`src/rtl/mac_stream.sv`:
```
// Streaming signed dot-product engine: a product register feeds an accumulator
// that emits one (optionally saturated) sum per LEN operand pairs over valid/ready.
module mac_stream #(
    parameter int IN_WIDTH  = 12,
    parameter int ACC_WIDTH = 24,
    parameter int LEN       = 16,
    parameter int SATURATE  = 1,
    localparam int CNT_WIDTH = (LEN > 1) ? $clog2(LEN) : 1
) (
    input  logic                        Clk_CI,
    input  logic                        Rst_RBI,
    input  logic                        Clr_SI,
    input  logic                        InValid_SI,
    output logic                        InReady_SO,
    input  logic signed [IN_WIDTH-1:0]  In0_DI,
    input  logic signed [IN_WIDTH-1:0]  In1_DI,
    output logic                        OutValid_SO,
    input  logic                        OutReady_SI,
    output logic signed [ACC_WIDTH-1:0] Out_DO,
    output logic                        Ovf_SO,
    output logic [CNT_WIDTH-1:0]        Cnt_DO
);

    localparam int PROD_WIDTH = 2 * IN_WIDTH;
    localparam logic signed [ACC_WIDTH-1:0] ACC_MAX = {1'b0, {(ACC_WIDTH-1){1'b1}}};
    localparam logic signed [ACC_WIDTH-1:0] ACC_MIN = {1'b1, {(ACC_WIDTH-1){1'b0}}};

    generate
        if (ACC_WIDTH < 2 * IN_WIDTH) begin : g_acc_width_check
            $error("mac_stream: ACC_WIDTH must be at least 2*IN_WIDTH");
        end
        if (LEN < 1) begin : g_len_check
            $error("mac_stream: LEN must be at least 1");
        end
    endgenerate

    logic signed [PROD_WIDTH-1:0] prod_q;
    logic                         prod_valid_q;
    logic signed [ACC_WIDTH-1:0]  acc_q;
    logic [CNT_WIDTH-1:0]         cnt_q;
    logic                         sticky_q;
    logic                         out_valid_q;
    logic signed [ACC_WIDTH-1:0]  out_q;
    logic                         ovf_q;

    logic                         stall;
    logic                         advance;
    logic                         in_ready;
    logic                         transfer;
    logic signed [PROD_WIDTH-1:0] prod_d;

    logic                         frame_start;
    logic                         frame_last;
    logic signed [ACC_WIDTH-1:0]  acc_base;
    logic signed [ACC_WIDTH:0]    sum_wide;
    logic                         sum_ovf;
    logic signed [ACC_WIDTH-1:0]  result;
    logic                         sticky_next;

    // A held result freezes the whole pipeline, including the product register.
    assign stall    = out_valid_q & ~OutReady_SI;
    assign advance  = ~stall;
    assign in_ready = Rst_RBI & ~Clr_SI & ~stall;
    assign transfer = InValid_SI & in_ready;
    assign prod_d   = In0_DI * In1_DI;

    always_comb begin
        frame_start = (cnt_q == '0);
        frame_last  = (cnt_q == CNT_WIDTH'(LEN - 1));
        acc_base    = frame_start ? '0 : acc_q;
        sum_wide    = {acc_base[ACC_WIDTH-1], acc_base}
                    + {{(ACC_WIDTH + 1 - PROD_WIDTH){prod_q[PROD_WIDTH-1]}}, prod_q};
        sum_ovf     = sum_wide[ACC_WIDTH] ^ sum_wide[ACC_WIDTH-1];
        result      = sum_wide[ACC_WIDTH-1:0];
        if ((SATURATE != 0) && sum_ovf) begin
            result = sum_wide[ACC_WIDTH] ? ACC_MIN : ACC_MAX;
        end
        sticky_next = (frame_start ? 1'b0 : sticky_q) | sum_ovf;
    end

    always_ff @(posedge Clk_CI) begin
        if (!Rst_RBI) begin
            prod_q       <= '0;
            prod_valid_q <= 1'b0;
            acc_q        <= '0;
            cnt_q        <= '0;
            sticky_q     <= 1'b0;
            out_valid_q  <= 1'b0;
            out_q        <= '0;
            ovf_q        <= 1'b0;
        end else if (Clr_SI) begin
            prod_valid_q <= 1'b0;
            acc_q        <= '0;
            cnt_q        <= '0;
            sticky_q     <= 1'b0;
            out_valid_q  <= 1'b0;
        end else if (advance) begin
            prod_q       <= prod_d;
            prod_valid_q <= transfer;
            // Advancing with a valid result means it was taken this edge.
            out_valid_q  <= 1'b0;
            if (prod_valid_q) begin
                if (frame_last) begin
                    out_q       <= result;
                    ovf_q       <= sticky_next;
                    out_valid_q <= 1'b1;
                    cnt_q       <= '0;
                    sticky_q    <= 1'b0;
                end else begin
                    acc_q    <= result;
                    sticky_q <= sticky_next;
                    cnt_q    <= cnt_q + CNT_WIDTH'(1);
                end
            end
        end
    end

    assign InReady_SO  = in_ready;
    assign OutValid_SO = out_valid_q;
    assign Out_DO      = out_q;
    assign Ovf_SO      = ovf_q;
    assign Cnt_DO      = cnt_q;

endmodule

```
`config.mk`:
```
export PLATFORM = sky130hd
export DESIGN_NAME = mac_stream
export DESIGN_NICKNAME = d
export VERILOG_FILES = /design/src/rtl/mac_stream.sv
export SDC_FILE = /design/constraint.sdc
export NUM_CORES = 1
export LEC_CHECK = 0
export BUFFER_PORTS_ARGS = -buffer_cell sky130_fd_sc_hd__buf_2
export CORE_ASPECT_RATIO = 0.9
export CORE_MARGIN = 10
export CORE_UTILIZATION = 57
export CTS_CLUSTER_SIZE = 30
export DETAILED_ROUTE_END_ITERATION = 6
export PLACE_DENSITY_LB_ADDON = 0.2
export RECOVER_POWER = 50
export SLEW_MARGIN = 20
export SYNTH_ARGS = -nofsm -noshare
export SYNTH_HDL_FRONTEND = slang
export SYNTH_SLANG_ARGS = --single-unit
```
`constraint.sdc`:
```
create_clock -name Clk_CI -period 5.4 [get_ports Clk_CI]
set_input_delay 0.54 -clock Clk_CI [delete_from_list [all_inputs] [get_ports Clk_CI]]
set_output_delay 0.54 -clock Clk_CI [all_outputs]
set_load 0.01 [all_outputs]
```
Yosys cells after proc, flatten, opt, wreduce, memory -nomap -nowiden
Index checks and enable logic that the tools add are counted.

Flip-flop bits (word level): 80. Input port bits: 29. Output and inout bits: 31. Logic and storage cells: 37.

$add $sub $neg: 2. $mul: 1. Equality and inequality tests: 1. Multiplexer cells: 8. Bitwise logic cells: 11. Reductions and logical operators: 6.

Operators by type and width (number): 24-bit two-way mux (3); 24-bit by 24-bit adder with 25-bit output (1); 12-bit by 12-bit multiplier with 24-bit output (1); 1-bit NOT (5); 4-bit by 1-bit adder with 4-bit output, second input constant (1); 1-bit AND (4); 4-bit equality test, second input constant (1); 4-bit logical NOT (1); 1-bit two-way mux (4); 4-bit two-way mux (1); 2-bit AND reduction (2); 4-bit AND reduction (1); 3-bit AND reduction (1); 2-bit OR reduction (1); 1-bit OR (1); 1-bit XOR (1).

Longest topological paths before layout
Depth after elaboration: 6. Mapped depth: 22. Mapped depth without buffers: 22.

Least setup slack after synthesis
OpenSTA, ideal clock, no wires.

Kind: input-to-reg. Start: input In1_DI[3]. End: register prod_q[21]. Setup time: 0.115 ns. Data arrival time: 5.398 ns. Required time: 5.285 ns. Setup slack: -0.113 ns. Cell stages on the path: 18. Buffers on the path: 1. Cells stage by stage: clkbuf_1 -> nand2_1 -> fa_1 -> inv_1 -> fa_1 -> fa_1 -> fa_1 -> inv_1 -> fa_1 -> inv_1 -> ha_1 -> nand2_1 -> or4_1 -> o211a_1 -> nor3_1 -> xnor2_1 -> o21ai_0 -> and2_1.

Cells in the longest elaborated chain, start to end: 1.

Ends and longest elaborated chain: from (decl) (line 16) `input logic signed [IN_WIDTH-1:0] In1_DI,`; 12-bit by 12-bit multiplier with 24-bit output (line 65) `assign prod_d = In0_DI * In1_DI;`; to (signal assigned) (line 98) `prod_q <= prod_d;`; to (decl) (line 37) `logic signed [PROD_WIDTH-1:0] prod_q;`.

Every way passes these cells. A chain may end at the register's enable or synchronous reset.

Final worst setup path
Start: input In1_DI[6]. End: register prod_q[23].

The elaborated chain is that of the path after synthesis.

==> summary.md <==
| Metric | Value |
|---|---|
| Post_cts resized | 0 |
| Syn avg cell area | 8.229 µm² |
| Fraction of registers with async set/reset | 0% |
| Switch share | 45.14% |
| Vias in the first global route | 8,575 |
| Num CTS Buffers | 9 |
| Register-to-Register Path Depth | 16 |
| Number of synthesized flops with an enable pin | 0 |
| Nets | 1,548 |
| Period utilisation layout | 95.90% |
| Status | complete, no violations |
| Crit. End Element | flop |
| Largest net degree at the start of global routing | 54 |
| Adder-cell area share of the yosys netlist | 38.03% |
| Power, Total | 5.853 mW |
| Max_slew headroom | 42.07% |
| Die height | 144.7 µm |
| Worst setup margin | 0.2216 ns |
| Die Area | 22,950 µm² |
| Dominant synthesized flop cell | dfxtp_1 |
| Rows | 45 |
| Fin util | 66.13% |
| Register area share after synthesis | 16.26% |
| Synth Area in XOR/XNOR | 3.645% |
| Clock sink count | 80 |
| Wire length per cell | 14.84 µm |
| Port Buffers | 59 |
| Hold Path Origin | InValid_SI |
| Worst path cell trace | clkbuf_4 -> nand2_1 -> fa_1 -> inv_1 -> fa_1 -> fa_1 -> fa_1 -> inv_1 -> fa_1 -> inv_1 -> ha_1 -> a21oi_2 -> o21ai_1 -> or4b_2 -> o2111ai_2 -> o211a_1 -> nor3_2 -> a31oi_1 -> xnor2_1 -> o21ai_0 |
| Setup-failing EPs final | 0 |
| Drt pass-1 iters | 5 |
| Synth cell types | 54 |
| Hold Buf Count CTS | 0 |
| I/O pin count | 60 |
| Reg2reg start | Cnt_DO[0] |
| Post-synth design cell area | 9851 µm² |
| DRT antenna net count | 0 |
| Fin. max-slew vios | 0 |
| Syn Nets | 1,442 |
| Diode count | 0 |
| Clock power frac | 9.6% |
| Critical path's slowest cell | or4b_2 |
| Initial Utilization | 58.32% |
| Reg2reg end | acc_q[6] |
| Hold depth | 3 |
| Clk root buf | clkbuf_16 |
| Power density cells | 524.0 nW/µm² |
| Setup WS pre-CTS | -0.3081 ns |
| Via count | 8,152 |
| Htree depth | 3 |
| WL final | 22,550 µm |
| Most used cell, CP | fa_1 |
| Max frequency | 0.1931 GHz |
| Yosys Warn Count | 0 |
| Worst Hold Path EP | prod_valid_q |
| Worst-Skew Late Latency | 0.34 ns |
| First-pass GRT wire length | 39,910 µm |
| CP peak stage delay | 0.63 ns |
| Via/cell ratio | 5.367 |
| Internal power | 3.211 mW |
| Total track usage | 21.17% |
| RD Place Congestion | 0.9264 |
| Post-synthesis cell count | 1,197 |
| Die width | 158.6 µm |
| Post-synthesis simple-gate area fraction | 17.27% |
| Commonest non-fill, non-tap cell in the layout | inv_1 |
| Post-CTS Setup Bufs | 0 |
| Remaining global-route overflow | 0 |
| Largest family of logic cells by synthesized area | adder cells |
| Min Tclk post-route | 5.178 ns |
| Seq pwr share | 11.8% |
| Clock Pin Slew Worst Setup and Hold Paths | 0.06 ns |
| Flop-to-flop setup slack | 0.40 ns |
| Logic pwr share | 78.6% |
| Final Hold Fails | 0 |
| Max-cap violations | 0 |
| Critical path type | input port to flop |
| CP arrival | 5.40 ns |
| Worst Setup SP | In1_DI[6] |
| Startpoint types | input port |
| Leakage power | 5.474 nW |
| Most frequent cells in the layout | 203 x inv_1, 167 x nand2_1, 139 x fa_1, 92 x a21oi_1, 83 x buf_4 |
| Syn-to-layout area delta | 13.39% |
| Min-Delay Path Class | input port to flop |
| Worst-path fanout max | 7 |
| Layout cells sized above 1 | 11.39% |
| Max Buffers Root-to-Sink | 2 |
| Flops & latches, synth | 80 |
| TritonCTS clock tree | built |
| Peak supply drop | 0.6178 mV |
| Worst-Margin Slew | 0.8652 ns |
| Core outline area | 16,890 µm² |
| Mux contribution to synthesized area | 0.6351% |
| Drt drc | 0 |
| CP Data Required Time | 5.62 ns |
| Clock skew | 0.009484 ns |
| Fin cells | 1,519 |
| Placed Cells | 1,503 |
| Final HPWL DP | 18,590 µm |
| P_sw | 2.642 mW |
| Initial antenna violation count | 0 |
| Drt first-iter violations | 375 |
| Synth Area in Compound Gates | 14.30% |
kinds of logic after synthesis:
| kind of cell | after synthesis |
|---|---|
| adder cells (fa/ha/maj) | 216 |
| flip-flops | 80 |
| multiplexers | 5 |
| buffers and inverters | 254 |
| AO/OA/AOI/OAI | 245 |
| AND/OR/NAND/NOR | 356 |
| XOR/XNOR | 41 |
metal layers:
| metal | global-route usage [%] | up-vias | share of wire [%] |
|---|---|---|---|
| met5 | 0 | - | 0 |
| met4 | 4.481 | 0 | 1.3 |
| met3 | 3.246 | 28 | 4.1 |
| met2 | 36.43 | 158 | 50 |
| met1 | 27.60 | 3968 | 45 |
| li1 | - | 3998 | - |
through the flow:
step | hold WS (ns) | TNS [ns] | instance area [µm²]
floorplan | 0.4318 | 0 | 9869
global placement | 0.4386 | -0.6338 | 10900
detailed placement | 0.4533 | -1.194 | 10900
CTS | 0.4473 | 0 | 11170
global route | 0.4473 | -0.09699 | 11170
finish | 0.4535 | 0 | 11170
flip-flops by register name, summed over array words and instances, names as in the netlist:
signal and count:
Cnt_DO 4, prod_valid_q 1, Out_DO 24, acc_q 24, prod_q 24, sticky_q 1
Ovf_SO 1, OutValid_SO 1
worst max-delay path by stage:
stage / slack, ns / cells past startpoint / endpoint
after floorplan: 0.002 / 20 / prod_q[23]
after global placement: -0.17 / 20 / prod_q[23]
after detailed placement: -0.31 / 20 / prod_q[23]
after CTS: 0.05 / 20 / prod_q[23]
after global routing: -0.08 / 20 / prod_q[22]
final: 0.22 / 20 / prod_q[23]
cell type report:
| type | instances | area (µm²) |
|---|---|---|
| Clock inverter | 6 | 43.79 |
| Fill cell | 1472 | 5722 |
| Sequential cell | 80 | 1602 |
| Tap cell | 211 | 264.0 |
| Clock buffer | 10 | 229.0 |
| Multi-Input combinational cell | 863 | 7313 |
| Inverter | 204 | 769.5 |
| Timing Repair Buffer | 145 | 948.4 |
cells in the mapped netlist, types with 3 or more instances:
master	count	area share, %
inv_1	203	7.7
nand2_1	169	6.4
fa_1	139	28
a21oi_1	93	4.7
o21ai_0	82	4.2
dfxtp_1	80	16
ha_1	77	9.8
and2_1	47	3.0
clkbuf_1	45	1.7
nor2_1	37	1.4
nor2b_1	34	2.2
xnor2_1	26	2.3
nand2b_1	20	1.3
nand3_1	20	1.0
a21o_1	15	1.1
xor2_1	15	1.3
a211oi_1	10	0.76
a21boi_0	8	0.61
and3_1	7	0.44
nor3_1	6	0.30
nand4_1	5	0.32
a31oi_1	4	0.25
mux2i_1	4	0.41
o211ai_1	4	0.30
o21a_1	4	0.30
o21ai_1	4	0.20
a211o_1	3	0.27
o21bai_1	3	0.23
o22ai_1	3	0.19
worst max-delay path, delay by kind of cell:
family / cells / cell delay, ns
simple gates: 3 / 0.77
compound gates: 6 / 0.81
buf+inv: 4 / 0.30
xor+xnor: 1 / 0.14
fa+ha+maj: 6 / 2.83
power groups by stage:
stage	logic (mW)	registers (mW)	clock network, mW
finish	4.60	0.688	0.563
global route	5.30	0.693	0.600
CTS	4.53	0.688	0.572
detailed placement	4.50	0.701	0
global placement	4.39	0.701	0
floorplan	3.22	0.690	0
Note: power is estimated with default switching activity, not from simulation.
